<file path="config.mk">
export PLATFORM = sky130hd
export DESIGN_NAME = rapcore_pinmux
export DESIGN_NICKNAME = d
export VERILOG_FILES = /design/src/rtl/rapcore_pinmux_pkg.sv /design/src/rtl/rapcore_pinmux_sync.sv /design/src/rtl/rapcore_pinmux.sv
export SDC_FILE = /design/constraint.sdc
export NUM_CORES = 2
export LEC_CHECK = 0
export BUFFER_PORTS_ARGS = -buffer_cell sky130_fd_sc_hd__buf_2
export CORE_MARGIN = 5
export CORE_UTILIZATION = 50
export CTS_CLUSTER_DIAMETER = 40
export DETAILED_ROUTE_END_ITERATION = 10
export GPL_TIMING_DRIVEN = 1
export PLACE_DENSITY_LB_ADDON = 0.08
export SKIP_CTS_REPAIR_TIMING = 1
export SYNTH_ARGS = -nofsm -noshare
export SYNTH_HDL_FRONTEND = slang
export SYNTH_SLANG_ARGS = --single-unit
</file>
<file path="constraint.sdc">
create_clock -name wb_clk_i -period 5.3 [get_ports wb_clk_i]
set_input_delay 0.795 -clock wb_clk_i [delete_from_list [all_inputs] [get_ports wb_clk_i]]
set_output_delay 0.795 -clock wb_clk_i [all_outputs]
set_load 0.01 [all_outputs]
</file>
<file path="src/rtl/rapcore_pinmux_pkg.sv">
// Shared constants and selector type for the Wishbone-programmable pad multiplexer.
package rapcore_pinmux_pkg;

    localparam logic [11:0] CTRL_OFS    = 12'h000;
    localparam logic [11:0] STATUS_OFS  = 12'h004;
    localparam logic [11:0] INDEF_OFS   = 12'h008;
    localparam logic [11:0] OUTSEL_BASE = 12'h100;
    localparam logic [11:0] INSEL_BASE  = 12'h200;

    localparam int unsigned SEL_EN_BIT = 7;
    localparam int unsigned SEL_IDX_W  = 6;

    typedef struct packed {
        logic                 en;
        logic                 rsvd;
        logic [SEL_IDX_W-1:0] idx;
    } sel_t;

    // True when the selector is enabled and points at an existing source.
    function automatic logic sel_valid(input sel_t s, input int unsigned limit);
        return s.en && (32'(s.idx) < limit);
    endfunction

endpackage

</file>
<file path="src/rtl/rapcore_pinmux_sync.sv">
// Multi-stage flop synchronizer for a single asynchronous pad input.
module rapcore_sync #(
    parameter int unsigned STAGES = 2
) (
    input  logic clk_i,
    input  logic rst_ni,
    input  logic d_i,
    output logic q_o
);

    logic [STAGES-1:0] ff_q;

    always_ff @(posedge clk_i or negedge rst_ni) begin
        if (!rst_ni) begin
            ff_q <= '0;
        end else begin
            ff_q <= {ff_q[STAGES-2:0], d_i};
        end
    end

    assign q_o = ff_q[STAGES-1];

endmodule

</file>
<file path="src/rtl/rapcore_pinmux.sv">
// Pad multiplexer: routes core outputs to pads and synchronized pads to core inputs,
// with double-buffered Wishbone configuration committed atomically.
module rapcore_pinmux
    import rapcore_pinmux_pkg::*;
#(
    parameter int unsigned NUM_PADS    = 38,
    parameter int unsigned NUM_OUT     = 16,
    parameter int unsigned NUM_IN      = 8,
    parameter int unsigned SYNC_STAGES = 2,
    parameter logic [31:0] BASE_ADDR   = 32'h3000_0000
) (
    input  logic                wb_clk_i,
    input  logic                wb_rst_ni,
    input  logic                wbs_stb_i,
    input  logic                wbs_cyc_i,
    input  logic                wbs_we_i,
    input  logic [3:0]          wbs_sel_i,
    input  logic [31:0]         wbs_adr_i,
    input  logic [31:0]         wbs_dat_i,
    output logic                wbs_ack_o,
    output logic [31:0]         wbs_dat_o,
    input  logic [NUM_OUT-1:0]  core_out,
    output logic [NUM_IN-1:0]   core_in,
    input  logic [NUM_PADS-1:0] pad_in,
    output logic [NUM_PADS-1:0] pad_out,
    output logic [NUM_PADS-1:0] pad_oeb
);

    logic        ack_q, served_q;
    logic [31:0] dat_q;
    logic        req, wr, hit, is_outsel, is_insel, commit, pending;
    logic [11:0] ofs;
    logic [5:0]  word;
    logic [7:0]  wbyte;
    logic [31:0] rdata;

    sel_t              out_shd_q [NUM_PADS];
    sel_t              out_act_q [NUM_PADS];
    sel_t              in_shd_q  [NUM_IN];
    sel_t              in_act_q  [NUM_IN];
    logic [NUM_IN-1:0] def_shd_q, def_act_q;

    logic [NUM_PADS-1:0] pad_out_q, pad_out_d, pad_oeb_q, pad_oeb_d, pad_sync;
    logic [NUM_IN-1:0]   core_in_q, core_in_d;
    logic [63:0]         core_out_ext, pad_sync_ext;

    logic unused_bits;
    assign unused_bits = ^{wbs_sel_i[3:1], wbs_dat_i[31:8]};

    // One ack per strobe assertion: served_q blocks a second ack while stb is held.
    assign req   = wbs_stb_i & wbs_cyc_i & ~ack_q & ~served_q;
    assign wr    = req & wbs_we_i & wbs_sel_i[0];
    assign hit   = (wbs_adr_i[31:12] == BASE_ADDR[31:12]);
    assign ofs   = wbs_adr_i[11:0];
    assign word  = ofs[7:2];
    assign wbyte = wbs_dat_i[7:0];

    assign is_outsel = hit && (ofs[11:8] == OUTSEL_BASE[11:8]) && (ofs[1:0] == 2'b00)
                       && (32'(word) < NUM_PADS);
    assign is_insel  = hit && (ofs[11:8] == INSEL_BASE[11:8]) && (ofs[1:0] == 2'b00)
                       && (32'(word) < NUM_IN);
    assign commit    = wr && hit && (ofs == CTRL_OFS) && wbyte[0];

    always_comb begin
        pending = (def_shd_q != def_act_q);
        for (int p = 0; p < NUM_PADS; p++) begin
            if (out_shd_q[p] != out_act_q[p]) pending = 1'b1;
        end
        for (int i = 0; i < NUM_IN; i++) begin
            if (in_shd_q[i] != in_act_q[i]) pending = 1'b1;
        end
    end

    always_comb begin
        rdata = '0;
        if (hit && ofs == STATUS_OFS) rdata[0] = pending;
        if (hit && ofs == INDEF_OFS)  rdata[NUM_IN-1:0] = def_shd_q;
        for (int p = 0; p < NUM_PADS; p++) begin
            if (is_outsel && word == 6'(p)) rdata[7:0] = out_shd_q[p];
        end
        for (int i = 0; i < NUM_IN; i++) begin
            if (is_insel && word == 6'(i)) rdata[7:0] = in_shd_q[i];
        end
    end

    always_ff @(posedge wb_clk_i or negedge wb_rst_ni) begin
        if (!wb_rst_ni) begin
            ack_q    <= 1'b0;
            served_q <= 1'b0;
            dat_q    <= '0;
        end else begin
            ack_q    <= req;
            served_q <= wbs_stb_i & wbs_cyc_i & (ack_q | served_q);
            dat_q    <= (req && !wbs_we_i) ? rdata : '0;
        end
    end

    always_ff @(posedge wb_clk_i or negedge wb_rst_ni) begin
        if (!wb_rst_ni) begin
            for (int p = 0; p < NUM_PADS; p++) begin
                out_shd_q[p] <= '0;
                out_act_q[p] <= '0;
            end
            for (int i = 0; i < NUM_IN; i++) begin
                in_shd_q[i] <= '0;
                in_act_q[i] <= '0;
            end
            def_shd_q <= '0;
            def_act_q <= '0;
        end else begin
            for (int p = 0; p < NUM_PADS; p++) begin
                if (wr && is_outsel && word == 6'(p)) begin
                    out_shd_q[p] <= '{en: wbyte[SEL_EN_BIT], rsvd: 1'b0,
                                      idx: wbyte[SEL_IDX_W-1:0]};
                end
            end
            for (int i = 0; i < NUM_IN; i++) begin
                if (wr && is_insel && word == 6'(i)) begin
                    in_shd_q[i] <= '{en: wbyte[SEL_EN_BIT], rsvd: 1'b0,
                                     idx: wbyte[SEL_IDX_W-1:0]};
                end
            end
            if (wr && hit && ofs == INDEF_OFS) def_shd_q <= wbyte[NUM_IN-1:0];
            if (commit) begin
                out_act_q <= out_shd_q;
                in_act_q  <= in_shd_q;
                def_act_q <= def_shd_q;
            end
        end
    end

    for (genvar p = 0; p < NUM_PADS; p++) begin : g_sync
        rapcore_sync #(
            .STAGES(SYNC_STAGES)
        ) u_sync (
            .clk_i (wb_clk_i),
            .rst_ni(wb_rst_ni),
            .d_i   (pad_in[p]),
            .q_o   (pad_sync[p])
        );
    end

    // Zero-extend so any 6-bit index is in range; the valid check gates the result.
    assign core_out_ext = 64'(core_out);
    assign pad_sync_ext = 64'(pad_sync);

    always_comb begin
        pad_out_d = '0;
        pad_oeb_d = '1;
        for (int p = 0; p < NUM_PADS; p++) begin
            if (sel_valid(out_act_q[p], NUM_OUT)) begin
                pad_out_d[p] = core_out_ext[out_act_q[p].idx];
                pad_oeb_d[p] = 1'b0;
            end
        end
        core_in_d = def_act_q;
        for (int i = 0; i < NUM_IN; i++) begin
            if (sel_valid(in_act_q[i], NUM_PADS)) core_in_d[i] = pad_sync_ext[in_act_q[i].idx];
        end
    end

    always_ff @(posedge wb_clk_i or negedge wb_rst_ni) begin
        if (!wb_rst_ni) begin
            pad_out_q <= '0;
            pad_oeb_q <= '1;
            core_in_q <= '0;
        end else begin
            pad_out_q <= pad_out_d;
            pad_oeb_q <= pad_oeb_d;
            core_in_q <= core_in_d;
        end
    end

    assign wbs_ack_o = ack_q;
    assign wbs_dat_o = dat_q;
    assign pad_out   = pad_out_q;
    assign pad_oeb   = pad_oeb_q;
    assign core_in   = core_in_q;

endmodule

</file>
==> impl_metrics.yaml <==
cts:
  htreeDepth: 4
  clkLatencyLatePin_ns: 0.77
  clock_sinks: 830
  cts.clk_slew.worst_paths_ns: 0.06
  root_buffer: "clkbuf_16"
  cts_tree: "done"
  cts_buffers: 137
  clockBufferDepth: 3
flow_run:
  max_cap_viol_count: 0
setup_path:
  path_max_fanout: 6
  worstReg2RegEnd: "wbs_dat_o[0]"
  critPathLaunchType: "register"
  crit_required_ns: 5.89
  reg2regPathDepth: 10
  r2r_slack_ns: 1.02
  r2r_start: "out_act_q[160]"
  crit_type: "register to register"
  worst_setup_path_end_kind: "register"
  crit_arrival_ns: 4.88
sta:
  setup_viol: 0
  fin_crit_ns: 4.28
  finalSetupTns_ns: 0
  clock.fmax_mhz: 234
  drv_slew: 0
  fin_skew_ns: 0.0354
  rsz0062_at_grt: "false"
  finalCritPeriodShare: 0.808
  finalHoldViolations: 0
  tightestPinTransition_ns: 1.26
  relSlewSlack: 0.160
global_route:
  grt_use_total: 0.426
  grt_max_degree: 201
  first_global_vias: 35068
  grt_pass1_wl_um: 284000
  antenna_found_initial: 21
  overflow: 0
finish:
  drive_gt1_frac: 0.292
  nets: 4424
  instances_no_fill: 5596
  area_delta_synth_final_pct: 16.4
  final_cell_mix: "nand2_1 (1,052), dfrtp_1 (792), mux2_2 (336), mux4_2 (284), xnor2_1 (244)"
  layout_commonest_cell: "nand2_1"
  final_util: 0.584
placed_design:
  port_buffers: 192
  dp_hpwl_um: 148000
  gp_congestion: 1.08
  place_inst: 5334
drt:
  drc: 0
  wl_per_cell_um: 36.7
  routed-via-count: 36999
  ant_nets: 0
  firstDrtPassIters: 6
  vias_per_cell: 6.61
  routed_wl_um: 205000
  drt_iter0_drc: 5588
hold_path:
  min_to: "g_sync[13].u_sync.ff_q[0]"
  min_path_type: "input port to register"
  hold_path_depth: 1
  hp-start: "pad_in[13]"
synthesis:
  yosys-top-cells-area: "dfrtp_1 (44%), mux4_2 (14%), nand2_1 (8.8%)"
  syn_inst: 4120
  syn_avg_cell_area_um2: 10.9
  synth_top_area_share: 0.441
  yosys.area.top_type: "dfrtp_1"
  synth-edff-count: 0
  ys_types: 79
  seq_area_frac_synth: 0.463
  ys.flop_type: "dfrtp_1"
  synth-async-reset-ratio: 1.00
  yosys_warnings: 0
  netlist_area_um2: 45000
  synth_seq_cells: 830
pwr:
  power_uw: 16600
  p_leak_uw: 0.0238
  peakVddDrop_mv: 0.361
  pwr_density_cell_nw_per_um2: 318
die:
  die_area_um2: 96000
  start_util: 0.502
  die_h_um: 310
  die_w_um: 310
  core_area_um2: 89600
  ioPinCount: 244
  fp-row-count: 110
outcome:
  status: "complete, no violations"
[registers in the layout, summed over array words and instances (netlist names)]
| name | cells |
|---|---|
| out_shd_q | 266 |
| pad_oeb | 38 |
| wbs_ack_o | 1 |
| in_act_q | 56 |
| g_sync.u_sync.ff_q | 76 |
| pad_out | 38 |
| def_act_q | 8 |
| out_act_q | 266 |
| core_in | 8 |
| in_shd_q | 56 |
| wbs_dat_o | 8 |
| served_q | 1 |
| def_shd_q | 8 |
[synth_stat cells (all sizes together), types with 38 or more instances]
master / n
a21oi: 78
buf: 89
clkbuf: 249
dfrtp: 792
dfstp: 38
inv: 59
mux2: 336
mux4: 284
nand2: 1052
nand4: 79
nor2: 122
nor2b: 46
nor3: 41
nor4: 55
o21ai: 151
xnor2: 244
xor2: 61
[worst max-delay path, stage by stage, from the launching register on]
cell and delay (ns):
dfrtp_1 0.48, xnor2_1 0.59, nand4_1 0.48, nor4_1 0.68, nand4_1 0.20, nor4_1 0.23, or4b_1 0.51, nor4_1 0.30
a311oi_1 0.11, nor4_1 0.34, nor2_1 0.21
[area by class of cell]
type / instances / area [um2]
Antenna cell: 11 / 27.5
Clock buffer: 166 / 3700
Clock inverter: 85 / 1100
Fill cell: 7481 / 37200
Inverter: 61 / 229
Multi-Input combinational cell: 2914 / 22700
Sequential cell: 830 / 20800
Tap cell: 1176 / 1470
Timing Repair Buffer: 353 / 2350
[per-stage QoR]
stage               instance area [um2]  setup WS [ns]  hold WS [ns]
detailed placement                47500          0.893         0.335
floorplan                         45000           1.98         0.331
finish                            52400           1.02         0.142
global route                      52300           1.09         0.121
CTS                               52300           1.33        0.0987
global placement                  47500          0.900         0.332
[where the power goes]
part           internal (uW)  leakage, uW  switching (uW)
sequential              6380       0.0112            41.8
combinational            268       0.0103             613
clock                   5880      0.00233            3450
total                  12500       0.0238            4100
[metal layers]
metal	track usage	part of all wire	wire length [um]
met1	0.575	0.39	79800
met2	0.605	0.42	86800
met3	0.135	0.11	23100
met4	0.260	0.075	15400
met5	0	0.00053	109
[worst max-delay path by stage]
stage / end / from / cells past startpoint
after detailed placement: wbs_dat_o[5] / wbs_adr_i[2] / 13
after global placement: wbs_dat_o[5] / wbs_adr_i[4] / 13
after CTS: wbs_dat_o[0] / out_act_q[282] / 10
after floorplan: wbs_dat_o[4] / wbs_adr_i[7] / 12
final: wbs_dat_o[0] / out_act_q[160] / 10
after global routing: wbs_dat_o[0] / out_act_q[160] / 10
[cell families after synthesis]
kind of cell,share of synthesized area
AO/OA/AOI/OAI,0.0645
XOR/XNOR,0.0594
buffers and inverters,0.0367
flip-flops,0.463
multiplexers,0.233
other,0.0000834
AND/OR/NAND/NOR,0.143
No activity file was read; power rests on OpenSTA's default activity.
